### src/rtl/divider_pkg.sv
// -----------------------------------------------------------------------------
// divider_pkg
//   Shared definitions for the sequential restoring divider.
//   - state_t   : control FSM encoding (also exported on the debug port)
//   - DEFAULT_N : default operand width
//   - cnt_width : width of the quotient-bit counter for a given operand width
// -----------------------------------------------------------------------------
package divider_pkg;

  typedef enum logic [2:0] {
    S_IDLE  = 3'd0,
    S_LOAD  = 3'd1,
    S_SHIFT = 3'd2,
    S_SUB   = 3'd3,
    S_DONE  = 3'd4
  } state_t;

  localparam int DEFAULT_N = 8;

  // The counter must be able to hold the value N itself.
  function automatic int cnt_width(input int n);
    return $clog2(n + 1);
  endfunction

endpackage

### src/rtl/divider_datapath.sv
// -----------------------------------------------------------------------------
// divider_datapath
//   A/Q/M/cnt registers and the trial subtractor of the restoring divider.
//   Driven by one-hot enables from the control FSM in the top level.
// Ports
//   clk, rst        clock (rising edge), asynchronous active-high reset
//   ld_i            capture operands, clear A, load counter
//   shift_i         shift {A,Q} left by one, Q[0] <= 0
//   sub_i           trial subtract, set or restore, decrement counter
//   dividend_i      numerator   (read only while ld_i)
//   divisor_i       denominator (read only while ld_i)
//   dz_o            divisor_i is zero (meaningful while ld_i)
//   last_o          counter is 1, i.e. the current SUB produces the last bit
//   quotient_o      register Q
//   remainder_o     A[N-1:0]
// -----------------------------------------------------------------------------
module divider_datapath
  import divider_pkg::*;
#(
  parameter int N = DEFAULT_N
) (
  input  logic         clk,
  input  logic         rst,
  input  logic         ld_i,
  input  logic         shift_i,
  input  logic         sub_i,
  input  logic [N-1:0] dividend_i,
  input  logic [N-1:0] divisor_i,
  output logic         dz_o,
  output logic         last_o,
  output logic [N-1:0] quotient_o,
  output logic [N-1:0] remainder_o
);

  localparam int CW = cnt_width(N);

  logic [N:0]    a_q, a_d;
  logic [N-1:0]  q_q, q_d;
  logic [N-1:0]  m_q, m_d;
  logic [CW-1:0] cnt_q, cnt_d;
  logic [N:0]    t;

  // Trial difference; its MSB set means A < M and the subtraction is undone.
  assign t      = a_q - {1'b0, m_q};
  assign dz_o   = (divisor_i == '0);
  assign last_o = (cnt_q == CW'(1));

  always_comb begin
    a_d   = a_q;
    q_d   = q_q;
    m_d   = m_q;
    cnt_d = cnt_q;
    if (ld_i) begin
      cnt_d = CW'(N);
      m_d   = divisor_i;
      if (dz_o) begin
        // Divide by zero: all-ones quotient, dividend passed through as remainder.
        a_d = {1'b0, dividend_i};
        q_d = '1;
      end else begin
        a_d = '0;
        q_d = dividend_i;
      end
    end else if (shift_i) begin
      {a_d, q_d} = {a_q[N-1:0], q_q, 1'b0};
    end else if (sub_i) begin
      cnt_d = cnt_q - CW'(1);
      if (!t[N]) begin
        a_d    = t;
        q_d[0] = 1'b1;
      end else begin
        q_d[0] = 1'b0;
      end
    end
  end

  always_ff @(posedge clk or posedge rst) begin
    if (rst) begin
      a_q   <= '0;
      q_q   <= '0;
      m_q   <= '0;
      cnt_q <= '0;
    end else begin
      a_q   <= a_d;
      q_q   <= q_d;
      m_q   <= m_d;
      cnt_q <= cnt_d;
    end
  end

  assign quotient_o  = q_q;
  assign remainder_o = a_q[N-1:0];

endmodule

### src/rtl/restoring_divider.sv
// -----------------------------------------------------------------------------
// restoring_divider
//   Sequential unsigned restoring divider, two clocks per quotient bit.
//   quotient = dividend / divisor, remainder = dividend % divisor.
//   Handshake: start is sampled in IDLE; busy is high in LOAD/SHIFT/SUB; done
//   is high in DONE. The op completes when done rises; the requester must then
//   drop start, after which the FSM returns to IDLE (no retrigger while start
//   stays high). Results hold until the next LOAD.
// Ports
//   clk, rst        clock (rising edge), asynchronous active-high reset
//   start           operation request
//   dividend        numerator, captured in LOAD
//   divisor         denominator, captured in LOAD
//   quotient        result quotient
//   remainder       result remainder
//   busy            operation in progress
//   done            result valid
//   div_by_zero     last captured divisor was zero
//   dbg_state       current FSM state (observation only)
// -----------------------------------------------------------------------------
module restoring_divider
  import divider_pkg::*;
#(
  parameter int N = DEFAULT_N
) (
  input  logic         clk,
  input  logic         rst,
  input  logic         start,
  input  logic [N-1:0] dividend,
  input  logic [N-1:0] divisor,
  output logic [N-1:0] quotient,
  output logic [N-1:0] remainder,
  output logic         busy,
  output logic         done,
  output logic         div_by_zero,
  output state_t       dbg_state
);

  state_t state_q;
  logic   div_by_zero_q;
  logic   dz;
  logic   last;

  divider_datapath #(.N(N)) u_datapath (
    .clk         (clk),
    .rst         (rst),
    .ld_i        (state_q == S_LOAD),
    .shift_i     (state_q == S_SHIFT),
    .sub_i       (state_q == S_SUB),
    .dividend_i  (dividend),
    .divisor_i   (divisor),
    .dz_o        (dz),
    .last_o      (last),
    .quotient_o  (quotient),
    .remainder_o (remainder)
  );

  always_ff @(posedge clk or posedge rst) begin
    if (rst) begin
      state_q       <= S_IDLE;
      div_by_zero_q <= 1'b0;
    end else begin
      case (state_q)
        S_IDLE:  if (start) state_q <= S_LOAD;
        S_LOAD: begin
          div_by_zero_q <= dz;
          state_q       <= dz ? S_DONE : S_SHIFT;
        end
        S_SHIFT: state_q <= S_SUB;
        S_SUB:   state_q <= last ? S_DONE : S_SHIFT;
        S_DONE:  if (!start) state_q <= S_IDLE;
        default: state_q <= S_IDLE;
      endcase
    end
  end

  // Moore decode from the state register: no path from start to busy/done.
  assign busy        = (state_q == S_LOAD) || (state_q == S_SHIFT) || (state_q == S_SUB);
  assign done        = (state_q == S_DONE);
  assign div_by_zero = div_by_zero_q;
  assign dbg_state   = state_q;

endmodule
### config.mk
export PLATFORM = sky130hd
export DESIGN_NAME = restoring_divider
export DESIGN_NICKNAME = d
export VERILOG_FILES = /design/src/rtl/divider_pkg.sv /design/src/rtl/divider_datapath.sv /design/src/rtl/restoring_divider.sv
export SDC_FILE = /design/constraint.sdc
export NUM_CORES = 1
export LEC_CHECK = 0
export ABC_AREA = 1
export BUFFER_PORTS_ARGS = -buffer_cell sky130_fd_sc_hd__buf_2
export CORE_ASPECT_RATIO = 1.1
export CORE_UTILIZATION = 55
export DETAILED_ROUTE_END_ITERATION = 8
export PLACE_DENSITY_LB_ADDON = 0.15
export SLEW_MARGIN = 20
export SYNTH_ARGS = -nofsm -noshare
export SYNTH_HDL_FRONTEND = slang
export SYNTH_SLANG_ARGS = --single-unit
### constraint.sdc
create_clock -name clk -period 5.45 [get_ports clk]
set_input_delay 0.8175 -clock clk [delete_from_list [all_inputs] [get_ports clk]]
set_output_delay 0.8175 -clock clk [all_outputs]
set_load 0.1 [all_outputs]
==> summary.txt <==
Outcome
  – Outcome: complete, no violations

Die
  – Num ports: 41
  – Core ar.: 3680 um2
  – Initial Util: slightly below 60%
  – Rows: 23
  – Die ar.: around 4100 um2
  – Die Span X: around 61 um
  – Die Ht: ~67 um

Placement
  – HPWL after DPL: approximately 3.4 mm
  – GP Congestion: 0.785
  – Port bufs: 40

Global route
  – Global Route Usage Sum: between 20% and 30%
  – GR Overflow Total: 0
  – Largest net degree at the start of global routing: 36
  – Initial antenna violation count: 0
  – Number of global-route vias before repair: between 1500 and 2000
  – Global-route wire length before repair: roughly 7.6 mm

Drt
  – DRC Markers: 0
  – Post-DRT Antenna Nets: 0
  – WL final: around 4.7 mm
  – Vias per inst: 5.05
  – Vias: 1913
  – WL/cell: 12.3 um
  – DRT Pass-1 Iters: 5
  – Initial DRC count: 69

Clocking
  – Maximum clock path buffer count: 2
  – Hold buffers post-CTS: 0
  – Setup bufs post-CTS: 0
  – Clock-pin slew on the worst setup and hold paths: 70 ps
  – CTS tree: done
  – Post-CTS resize count: 0
  – Worst-Skew Late Latency: about 290 ps
  – CTS Buf Count: 5
  – Clk root buf: clkbuf_8
  – CTS Sinks: 33
  – H-tree levels: 2

Timing
  – Tightest Pin Transition: 493 ps
  – Worst slew margin: roughly 67%
  – FMAX: 413 MHz
  – Min cycle time layout: 2420 ps
  – Slew Limit Fails: 0
  – Layout Skew: about 7.7 ps
  – Unrepaired setup endpoints after global routing: no
  – Fin Setup TNS: 0 ps
  – Setup violators final: 0
  – Final hold vios: 0
  – Fin crit share: between 40% and 50%

Critical path
  – R2r endpoint: u_datapath.a_q[3]$_DFFE_PP0P_
  – Startpoint Class: flip-flop
  – RR Startpoint: u_datapath.a_q[0]$_DFFE_PP0P_
  – R2R cell count: 13
  – Critical Path RT: roughly 4600 ps
  – R2R setup slack: 3410 ps
  – CP arrival: 1610 ps
  – CP endpoint kind: primary output
  – Worst-path fanout max: 6
  – Critical path class: flip-flop to primary output

Final layout
  – Proportion of layout cells with a drive suffix above 1: 19.5%
  – Net count, final: about 360
  – ANT cells: 0
  – Commonest non-fill, non-tap cells in the layout: nand2_1, inv_1, buf_2, dfrtp_1, o21ai_0
  – Commonest non-fill, non-tap cell in the layout: nand2_1
  – Area delta synth->final: 13.5%

Run
  – Maxcap violations: 0

Yosys
  – Mean Syn Cell Area: 7.29 um2
  – Syn_nets: ~320
  – Sequential area share after synthesis: 38.7%
  – Post-Synthesis Cells: a little under 300
  – Yosys cell types: 31
  – Ys Warns: 0
  – Synthesized flop and latch total: 33
  – Cell Area, Synth: 2130 um2

Min path
  – Worst Hold Class: flip-flop to flip-flop
  – Hold Crit Endpoint: div_by_zero$_DFFE_PP0P_
  – Hold path depth: 1
  – Hold Startpoint: div_by_zero$_DFFE_PP0P_
Yosys cell counts:
master    instances  share of area (%)
ha_1             10                5.9
buf_2             4               0.94
inv_4             3               0.88
nand2_4           1               0.53
fa_1              1               0.94
nor2_1           11                1.9
nand4_1           1               0.29
o22ai_1           9                2.6
or2_2             3               0.88
nand2_2           2               0.59
o21a_1            1               0.35
o31ai_1           1               0.35
nand3_2           1               0.47
o211ai_1          1               0.35
dfrtp_1          33                 39
a211oi_1          1               0.35
nand3b_1          3                1.1
nand3_1          23                5.4
a21oi_1           6                1.4
buf_4             8                2.8
o221ai_1          1               0.41
nor2_4            1               0.53
nor2_2            1               0.29
xnor2_1           1               0.41
inv_2             2               0.35
and3_1            1               0.29
clkbuf_1          1               0.18
o21ai_0          27                6.3
inv_1            44                7.7
nor2_8            1               0.94
nand2_1          90                 16
flip-flops by register name (all words and copies together), names as in the netlist:
| signal | flops |
|---|---|
| u_datapath.a_q | 9 |
| dbg_state | 3 |
| u_datapath.cnt_q | 4 |
| div_by_zero | 1 |
| u_datapath.m_q | 8 |
| u_datapath.quotient_o | 8 |
critical path, cell delays in order, from the launching register on:
cell	delay (ps)
dfrtp_1	520
nor2_1	110
nor2_2	210
buf_2	470
layer usage:
| layer | vias to the layer above | global-route usage, % | wire length, um | part of all wire (%) |
|---|---|---|---|---|
| met1 | 854 | 35.6 | 2240 | 48 |
| met4 | 0 | 9.44 | 73 | 1.6 |
| met5 | - | 0 | 0 | 0 |
| met3 | 9 | 6.32 | 225 | 4.8 |
| li1 | 995 | - | - | - |
| met2 | 55 | 38.3 | 2120 | 46 |
area by class of cell:
cell class | count | area [um2]
sequential | 33 | 826
multi-input combinational | 198 | 1030
fill | 361 | 1260
clock inverter | 1 | 5.00
tap | 50 | 62.6
inverter | 49 | 191
timing repair buffer | 41 | 208
clock buffer | 7 | 96.3
stage by stage:
step	cells	utilization, %	setup slack [ps]	instance area, um2	hold WS, ps
after floorplan	293	-	2490	2130	457
after global placement	371	63.0	3380	2320	474
after detailed placement	371	63.0	3360	2320	479
after CTS	379	65.8	3040	2420	496
after global routing	379	65.8	2970	2420	521
final	379	65.8	3030	2420	500
worst max-delay path by stage:
stage,startpoint,cells after the start,end
after detailed placement,dbg_state[1]$_DFFE_PP0P_,3,busy
after CTS,dbg_state[1]$_DFFE_PP0P_,3,busy
after floorplan,dbg_state[1]$_DFFE_PP0P_,2,busy
final,dbg_state[1]$_DFFE_PP0P_,3,busy
after global placement,dbg_state[1]$_DFFE_PP0P_,3,busy
after global routing,dbg_state[1]$_DFFE_PP0P_,3,busy
cell families (layout without fill, tap and decap cells):
group                      after synthesis  in the layout  share of synthesized area, %
AOI/OAI and AO/OA                       47             47                          12.2
buffers and inverters                   62             98                          12.9
xor gates and xnor gates                 1              1                         0.410
DFF                                     33             33                          38.7
adders and majority gates               11             11                          6.80
and+or+nand+nor                        139            139                          29.0
Power is not shown: default switching activity piles up to over one toggle a cycle in this logic, so the estimate is an artifact.
